--- src/rtl/multicycle_control.sv ---
// Multi-cycle MIPS main control FSM: sequences each instruction through
// fetch/decode/execute/memory/writeback and drives datapath strobes per state.
module multicycle_control #(
  parameter int CNT_W       = 16,
  parameter bit ADDI_EN     = 1'b1,
  parameter bit MEM_WAIT_EN = 1'b1
) (
  input  logic             clk,
  input  logic             rst_n,
  input  logic [5:0]       opcode,
  input  logic             mem_ready,
  output logic             PCWrite,
  output logic             PCWriteCond,
  output logic             IorD,
  output logic             MemRead,
  output logic             MemWrite,
  output logic             IRWrite,
  output logic             MemtoReg,
  output logic             RegDst,
  output logic             RegWrite,
  output logic             ALUSrcA,
  output logic [1:0]       ALUSrcB,
  output logic [1:0]       ALUOp,
  output logic [1:0]       PCSource,
  output logic [3:0]       state,
  output logic             illegal_op,
  output logic             instr_done,
  output logic [CNT_W-1:0] retired_cnt
);

  typedef enum logic [3:0] {
    S_FETCH  = 4'd0,
    S_DECODE = 4'd1,
    S_MEMADR = 4'd2,
    S_MEMRD  = 4'd3,
    S_MEMWB  = 4'd4,
    S_MEMWR  = 4'd5,
    S_EXEC   = 4'd6,
    S_ALUWB  = 4'd7,
    S_BRANCH = 4'd8,
    S_JUMP   = 4'd9,
    S_ADDIEX = 4'd10,
    S_ADDIWB = 4'd11,
    S_TRAP   = 4'd12
  } state_t;

  typedef struct packed {
    logic       pc_write;
    logic       pc_write_cond;
    logic       iord;
    logic       mem_read;
    logic       mem_write;
    logic       ir_write;
    logic       mem_to_reg;
    logic       reg_dst;
    logic       reg_write;
    logic       alu_src_a;
    logic [1:0] alu_src_b;
    logic [1:0] alu_op;
    logic [1:0] pc_source;
  } ctrl_t;

  state_t cur_state;
  state_t nxt_state;
  ctrl_t  ctrl;
  logic   done_raw;
  logic   go_trap;
  logic   illegal_q;
  logic   ready;

  assign ready = MEM_WAIT_EN ? mem_ready : 1'b1;

  always_ff @(posedge clk) begin
    if (!rst_n) begin
      cur_state   <= S_FETCH;
      retired_cnt <= '0;
      illegal_q   <= 1'b0;
    end else begin
      cur_state <= nxt_state;
      if (done_raw)
        retired_cnt <= retired_cnt + CNT_W'(1);
      if (go_trap)
        illegal_q <= 1'b1;
    end
  end

  always_comb begin
    nxt_state = cur_state;
    ctrl      = '0;
    done_raw  = 1'b0;
    go_trap   = 1'b0;
    case (cur_state)
      S_FETCH: begin
        ctrl.mem_read  = 1'b1;
        ctrl.alu_src_b = 2'b01;
        ctrl.ir_write  = ready;
        ctrl.pc_write  = ready;
        if (ready)
          nxt_state = S_DECODE;
      end
      S_DECODE: begin
        ctrl.alu_src_b = 2'b11;
        case (opcode)
          6'd0:        nxt_state = S_EXEC;
          6'd35, 6'd43: nxt_state = S_MEMADR;
          6'd4:        nxt_state = S_BRANCH;
          6'd2:        nxt_state = S_JUMP;
          6'd8: begin
            if (ADDI_EN) begin
              nxt_state = S_ADDIEX;
            end else begin
              nxt_state = S_TRAP;
              go_trap   = 1'b1;
            end
          end
          default: begin
            nxt_state = S_TRAP;
            go_trap   = 1'b1;
          end
        endcase
      end
      S_MEMADR: begin
        ctrl.alu_src_a = 1'b1;
        ctrl.alu_src_b = 2'b10;
        nxt_state      = (opcode == 6'd35) ? S_MEMRD : S_MEMWR;
      end
      S_MEMRD: begin
        ctrl.mem_read = 1'b1;
        ctrl.iord     = 1'b1;
        if (ready)
          nxt_state = S_MEMWB;
      end
      S_MEMWB: begin
        ctrl.reg_write  = 1'b1;
        ctrl.mem_to_reg = 1'b1;
        done_raw        = 1'b1;
        nxt_state       = S_FETCH;
      end
      S_MEMWR: begin
        ctrl.mem_write = 1'b1;
        ctrl.iord      = 1'b1;
        if (ready) begin
          done_raw  = 1'b1;
          nxt_state = S_FETCH;
        end
      end
      S_EXEC: begin
        ctrl.alu_src_a = 1'b1;
        ctrl.alu_op    = 2'b10;
        nxt_state      = S_ALUWB;
      end
      S_ALUWB: begin
        ctrl.reg_write = 1'b1;
        ctrl.reg_dst   = 1'b1;
        done_raw       = 1'b1;
        nxt_state      = S_FETCH;
      end
      S_BRANCH: begin
        ctrl.alu_src_a     = 1'b1;
        ctrl.alu_op        = 2'b01;
        ctrl.pc_write_cond = 1'b1;
        ctrl.pc_source     = 2'b01;
        done_raw           = 1'b1;
        nxt_state          = S_FETCH;
      end
      S_JUMP: begin
        ctrl.pc_write  = 1'b1;
        ctrl.pc_source = 2'b10;
        done_raw       = 1'b1;
        nxt_state      = S_FETCH;
      end
      S_ADDIEX: begin
        ctrl.alu_src_a = 1'b1;
        ctrl.alu_src_b = 2'b10;
        nxt_state      = S_ADDIWB;
      end
      S_ADDIWB: begin
        ctrl.reg_write = 1'b1;
        done_raw       = 1'b1;
        nxt_state      = S_FETCH;
      end
      default: begin
        // TRAP and the unused codes 13-15 all park here until reset
        go_trap   = 1'b1;
        nxt_state = cur_state;
      end
    endcase
  end

  // Everything except the debug state and sticky flag is forced quiet in reset
  assign PCWrite     = rst_n & ctrl.pc_write;
  assign PCWriteCond = rst_n & ctrl.pc_write_cond;
  assign IorD        = rst_n & ctrl.iord;
  assign MemRead     = rst_n & ctrl.mem_read;
  assign MemWrite    = rst_n & ctrl.mem_write;
  assign IRWrite     = rst_n & ctrl.ir_write;
  assign MemtoReg    = rst_n & ctrl.mem_to_reg;
  assign RegDst      = rst_n & ctrl.reg_dst;
  assign RegWrite    = rst_n & ctrl.reg_write;
  assign ALUSrcA     = rst_n & ctrl.alu_src_a;
  assign ALUSrcB     = rst_n ? ctrl.alu_src_b : 2'b00;
  assign ALUOp       = rst_n ? ctrl.alu_op : 2'b00;
  assign PCSource    = rst_n ? ctrl.pc_source : 2'b00;
  assign instr_done  = rst_n & done_raw;
  assign state       = cur_state;
  assign illegal_op  = illegal_q;

endmodule
--- config.mk ---
export PLATFORM = sky130hd
export DESIGN_NAME = multicycle_control
export DESIGN_NICKNAME = d
export VERILOG_FILES = /design/src/rtl/multicycle_control.sv
export SDC_FILE = /design/constraint.sdc
export NUM_CORES = 1
export LEC_CHECK = 0
export BUFFER_PORTS_ARGS = -buffer_cell sky130_fd_sc_hd__buf_2
export CELL_PAD_IN_SITES_DETAIL_PLACEMENT = 1
export CELL_PAD_IN_SITES_GLOBAL_PLACEMENT = 2
export CORE_ASPECT_RATIO = 1.2
export CORE_UTILIZATION = 25
export CTS_BUF_LIST = sky130_fd_sc_hd__clkbuf_8
export CTS_CLUSTER_SIZE = 14
export DETAILED_ROUTE_END_ITERATION = 10
export GPL_TIMING_DRIVEN = 0
export PLACE_DENSITY_LB_ADDON = 0.1
export SYNTH_ARGS = -nofsm -noshare
export SYNTH_HDL_FRONTEND = slang
export SYNTH_SLANG_ARGS = --single-unit
--- constraint.sdc ---
create_clock -name clk -period 1.9 [get_ports clk]
set_input_delay 0.285 -clock clk [delete_from_list [all_inputs] [get_ports clk]]
set_output_delay 0.285 -clock clk [all_outputs]
set_load 0.02 [all_outputs]
* After elaboration in Yosys (flattened, before gate mapping)
Index checks and enable logic that the tools add are counted.
** Storage, ports and cells
- Register bits after elaboration :: 21
- Logic and storage cells :: 73
** Cells by class
- $add $sub $neg :: 1
- Eq/ne operators :: 19
- Multiplexer cells :: 26
- Bitwise logic cells :: 11
- Reductions and logical operators :: 13
** Operator list (number)
- case mux 4 bit (8 select lines) :: 1
- case mux 4 bit (5 select lines) :: 1
- adder 16 x 1 -> 16 bit, second input constant :: 1
- equality test 4 x 3 -> 1 bit, second input constant :: 4
- equality test 4 bit, second input constant :: 4
- equality test 6 bit, second input constant :: 2
- 2-to-1 mux 4 bit :: 3
- AND 1 bit :: 11
- 2-to-1 mux 1 bit :: 11
- OR reduction 11 bit :: 1
- equality test 4 x 2 -> 1 bit, second input constant :: 2
- case mux 2 bit (2 select lines) :: 2
- nonzero test 8 bit :: 1
- OR reduction 2 bit :: 4
- equality test 6 x 2 -> 1 bit, second input constant :: 1
- equality test 6 x 3 -> 1 bit, second input constant :: 1
- equality test 6 x 4 -> 1 bit, second input constant :: 1
- logical NOT 6 bit :: 1
- 2-to-1 mux 2 bit :: 3
- != test 2 bit, second input constant :: 3
- case mux 1 bit (2 select lines) :: 3
- case mux 2 bit (3 select lines) :: 1
- OR reduction 6 bit :: 1
- OR reduction 5 bit :: 1
- other kinds (6) :: 6

* Logic depth before layout (Yosys ltp)
- Word-level depth :: 4
- Mapped depth :: 7
- Mapped depth without buffers :: 5

* Worst setup path after synthesis
OpenSTA, ideal clock, no wires.
- Kind :: register -> output
- From :: register cur_state[1], in the netlist state[1]
- To :: output instr_done
- Data arrival time :: 1.928 ns
- Required time :: 1.615 ns
- Slack :: -0.313 ns
- Cell stages (with the launch flop) :: 6
- Cell sequence :: dfxtp_1 and4bb_1 or4_4 clkbuf_1 clkbuf_1 nor2_1
** Between the ends
- Word-level cells in the longest chain between the ends :: 4
- Elaborated cells between the ends (all ways) :: 9
- Those cells by class :: 6 x eq/ne; 1 x mux; 1 x bitwise; 1 x reduce/logical
** Ends and longest elaborated chain
- from (decl) :: line 63 : state_t cur_state;
- from (signal assigned) :: line 79 : cur_state <= nxt_state;
- equality test 4 bit / equality test 4 x 3 -> 1 bit (equally long branches) :: line 92 : case (cur_state)
- OR reduction 5 bit (no line)
- case mux 1 bit (2 select lines) (*) :: line 92
- AND 1 bit (*) :: line 204 : assign instr_done = rst_n & done_raw;
- to (decl) :: line 27 : output logic instr_done,
Mark *: on every way between the ends. The rest lies on a longest branch, timed or not.

* Final worst setup path
- From :: register cur_state[2], in the netlist state[2]
- To :: output instr_done
The elaborated chain is that of the path after synthesis.

==> impl_results.md <==
* Status: finished, violations left
* Failing checks: setup timing
* Worst Setup Start Kind: flip-flop
* Number of port buffers at 46
* Crit path cell chain: and2_4 -> or4_4 -> buf_8 -> clkbuf_16 -> nor2_4 -> buf_6
* DP Wirelength at 3.65 mm
* Hold Path End: state[3]
* CP endpoint kind: output pin
* RSZ-0062 raised after global routing: true
* Nets@finish at 257
* CTS root buf: clkbuf_8
* First-pass GRT wire length at 8.10 mm
* Core area at 5300 sq um
* Setup TNS at -0.499 ns
* Hold Path Stages at 2
* Slowest cell on crit path: or4_4
* Worst Hold Class: in -> reg
* Power per cell area at 634 nW/um^2
* Initial DRC Count at 55
* Post-Syn Nets at 195
* CTS tree: done
* CP Buf/Inv Count at 3
* Vias per cell at 5.39
* Ant diodes at 0
* Fin crit period at 2.08 ns
* Relative slew slack at 52.4%
* Final Hold Vio Count at 0
* Hold path start: rst_n
* R2R depth at 6
* Slew @ Worst Pin at 0.714 ns
* Hold Slack at 0.322 ns
* Post-Syn Area at 1370 sq um
* Post-layout util at 37.2%
* Cell variety after synth at 40
* Post-synthesis sequential area ratio at 30.7%
* Initial core utilization at 25.8%
* Final setup vio count at 8
* Worst path top cell family by delay: simple AND/OR/NAND/NOR gates
* Vias in the first global route at 1709
* Critical path required time at 1.62 ns
* Post-Syn Instances at 185
* EDFF count, synth at 0
* Leakage power at 0.833 nW
* Synth warnings at 0
* Die Wd at 69.5 um
* Clk slew on worst S/H paths at 0.08 ns
* Synth Flop Type: dfxtp_1
* Drt pass-1 iters at 4
* Total vias in the final route at 1659
* Post-Route WL at 4.90 mm
* Critical Path AT at 1.79 ns
* Syn avg cell area at 7.40 sq um
* Routed wire per std cell at 15.9 um
* CP max stage delay at 0.53 ns
* Peak Freq at 0.482 GHz
* # rows at 29
* Final WS setup at -0.177 ns
* Cts hold-fix bufs at 0
* Later-pin clock latency in the skew report at 0.27 ns
* ANT nets after route at 0
* Top-area cell type share of the netlist area at 30.7%
* R2r startpoint: state[2]
* Area leader, netlist: dfxtp_1
* Reg-to-reg critical path endpoint: retired_cnt[8]
* Die height at 83.1 um
* Layout cells sized above 1 at 39.8%
* Num Clock Sinks at 21
* Residual DRC at 0
* Setup Crit Path Kind: reg -> out
* Clock Skews at 0.00586 ns
* Period Utilization, post-route at 109%
* Flops & latches, synth at 21
* Max Cap Violations at 0
* Longest Clk Path Bufs at 2
* Gpl congestion at 0.864
* Die area at 5780 sq um
* Max Fanout on Critical Path at 7
* R2r setup slk at -0.11 ns
* Pins Over Slew Limit at 0
* Overall global routing resource usage at 17.3%
* Layout area overhead at 43.8%
* Gr ovfl total at 0
* Htree depth at 1
* Initial antenna violation count at 0
* Worst VDD drop at 0.000214 V
* Ys async rst share at 0%
* I/O pins at 47
* Largest net degree at the start of global routing at 13
* Largest cells by area after synthesis: dfxtp_1 (31%), o21ai_0 (6.2%), a21oi_1 (5.9%), nor2_1 (5.5%), or3_1 (5.0%)
* CTS Buf Count at 3
[area by class of cell]
type / instances / area (sq um)
Buffer: 9 / 93.8
Clock buffer: 3 / 41.3
Clock inverter: 1 / 5.00
Fill cell: 670 / 3330
Inverter: 4 / 15.0
Multi-Input combinational cell: 147 / 951
Sequential cell: 21 / 430
Tap cell: 62 / 77.6
Timing Repair Buffer: 61 / 354
[power by group]
| part | switching (mW) | internal, mW | leakage, nW | total [mW] |
|---|---|---|---|---|
| clock network | 0.159 | 0.147 | 0.0255 | 0.305 |
| logic | 0.254 | 0.208 | 0.636 | 0.462 |
| registers | 0.0222 | 0.459 | 0.172 | 0.481 |
| total | 0.435 | 0.813 | 0.833 | 1.25 |
[timing repair]
action,4_1_cts,5_1_grt
endpoints found under the setup margin,30,20
endpoints found under the hold margin,0,0
pin swaps,9,4
resized for setup,27,15
setup buffers,8,7
[cell usage after synthesis, drive strengths merged, types with 2 or more instances]
| library cell | count |
|---|---|
| o31ai | 4 |
| a21oi | 16 |
| xor2 | 3 |
| nor4b | 4 |
| nand3 | 10 |
| or3 | 11 |
| a31oi | 6 |
| inv | 4 |
| o21ai | 17 |
| nand2 | 9 |
| buf | 5 |
| and4 | 2 |
| nor4 | 2 |
| nand4 | 5 |
| o21a | 4 |
| nor2 | 20 |
| or4 | 5 |
| and3 | 8 |
| or2 | 3 |
| clkbuf | 8 |
| nand2b | 2 |
| nor3 | 3 |
| dfxtp | 21 |
[worst register-to-register path: cells and delay by family (launching register included)]
family,cells,cell delay [ns]
and+or+nand+nor,3,1.15
DFF,1,0.36
buffers and inverters,2,0.29
AOI/OAI and AO/OA,1,0.12
[registers in the layout, indices dropped and copies added, names as in the netlist]
| signal | cells |
|---|---|
| illegal_op | 1 |
| retired_cnt | 16 |
| state | 4 |
[cells in the final DEF (no fill, tap or decap), types with 3 or more instances in the layout]
| master | count |
|---|---|
| buf_2 | 44 |
| o21ai_1 | 6 |
| or4_4 | 3 |
| o31ai_1 | 4 |
| nor2_2 | 4 |
| a31oi_1 | 6 |
| nand3_1 | 10 |
| and3_1 | 8 |
| o21a_1 | 4 |
| clkbuf_8 | 3 |
| a21oi_1 | 10 |
| or3_1 | 9 |
| nor4b_1 | 3 |
| nand2_1 | 9 |
| o21ai_0 | 11 |
| nand4_1 | 5 |
| dfxtp_1 | 17 |
| xor2_1 | 3 |
| a21oi_2 | 6 |
| nor2_1 | 15 |
| inv_1 | 4 |
| buf_4 | 19 |
[stage by stage]
step	worst slack [ns]	total power [mW]	area, sq um	instances
detailed placement	-0.325	0.846	1710	293
finish	-0.177	1.25	1970	308
floorplan	-0.0336	0.725	1400	185
CTS	-0.235	1.22	1890	302
global placement	-0.288	0.841	1710	293
global route	-0.236	1.32	1970	308
[per-layer routing]
| metal | up-vias | GRT usage, % | share of wire, % |
|---|---|---|---|
| li1 | 812 | - | - |
| met1 | 797 | 19.3 | 41 |
| met2 | 43 | 33.2 | 54 |
| met3 | 7 | 1.33 | 2.9 |
| met4 | 0 | 6.86 | 2.0 |
| met5 | - | 0 | 0 |
[cells by family after synthesis]
family | synth area share, %
buffers and inverters | 5.85
AND/OR/NAND/NOR | 36.8
adder cells (fa/ha/maj) | 0.914
multiplexers | 0.731
XOR/XNOR | 2.56
AO/OA/AOI/OAI | 22.4
flip-flops | 30.7
[worst max-delay path by stage]
stage	slack, ns	cells after the start	start	endpoint
floorplan	-0.03	6	state[3]	instr_done
global placement	-0.29	5	state[1]	ALUSrcB[1]
detailed placement	-0.32	5	state[1]	ALUSrcB[1]
CTS	-0.24	6	state[2]	instr_done
global route	-0.24	6	state[2]	instr_done
finish	-0.18	6	state[2]	instr_done
(Power assumes the default switching activity.)
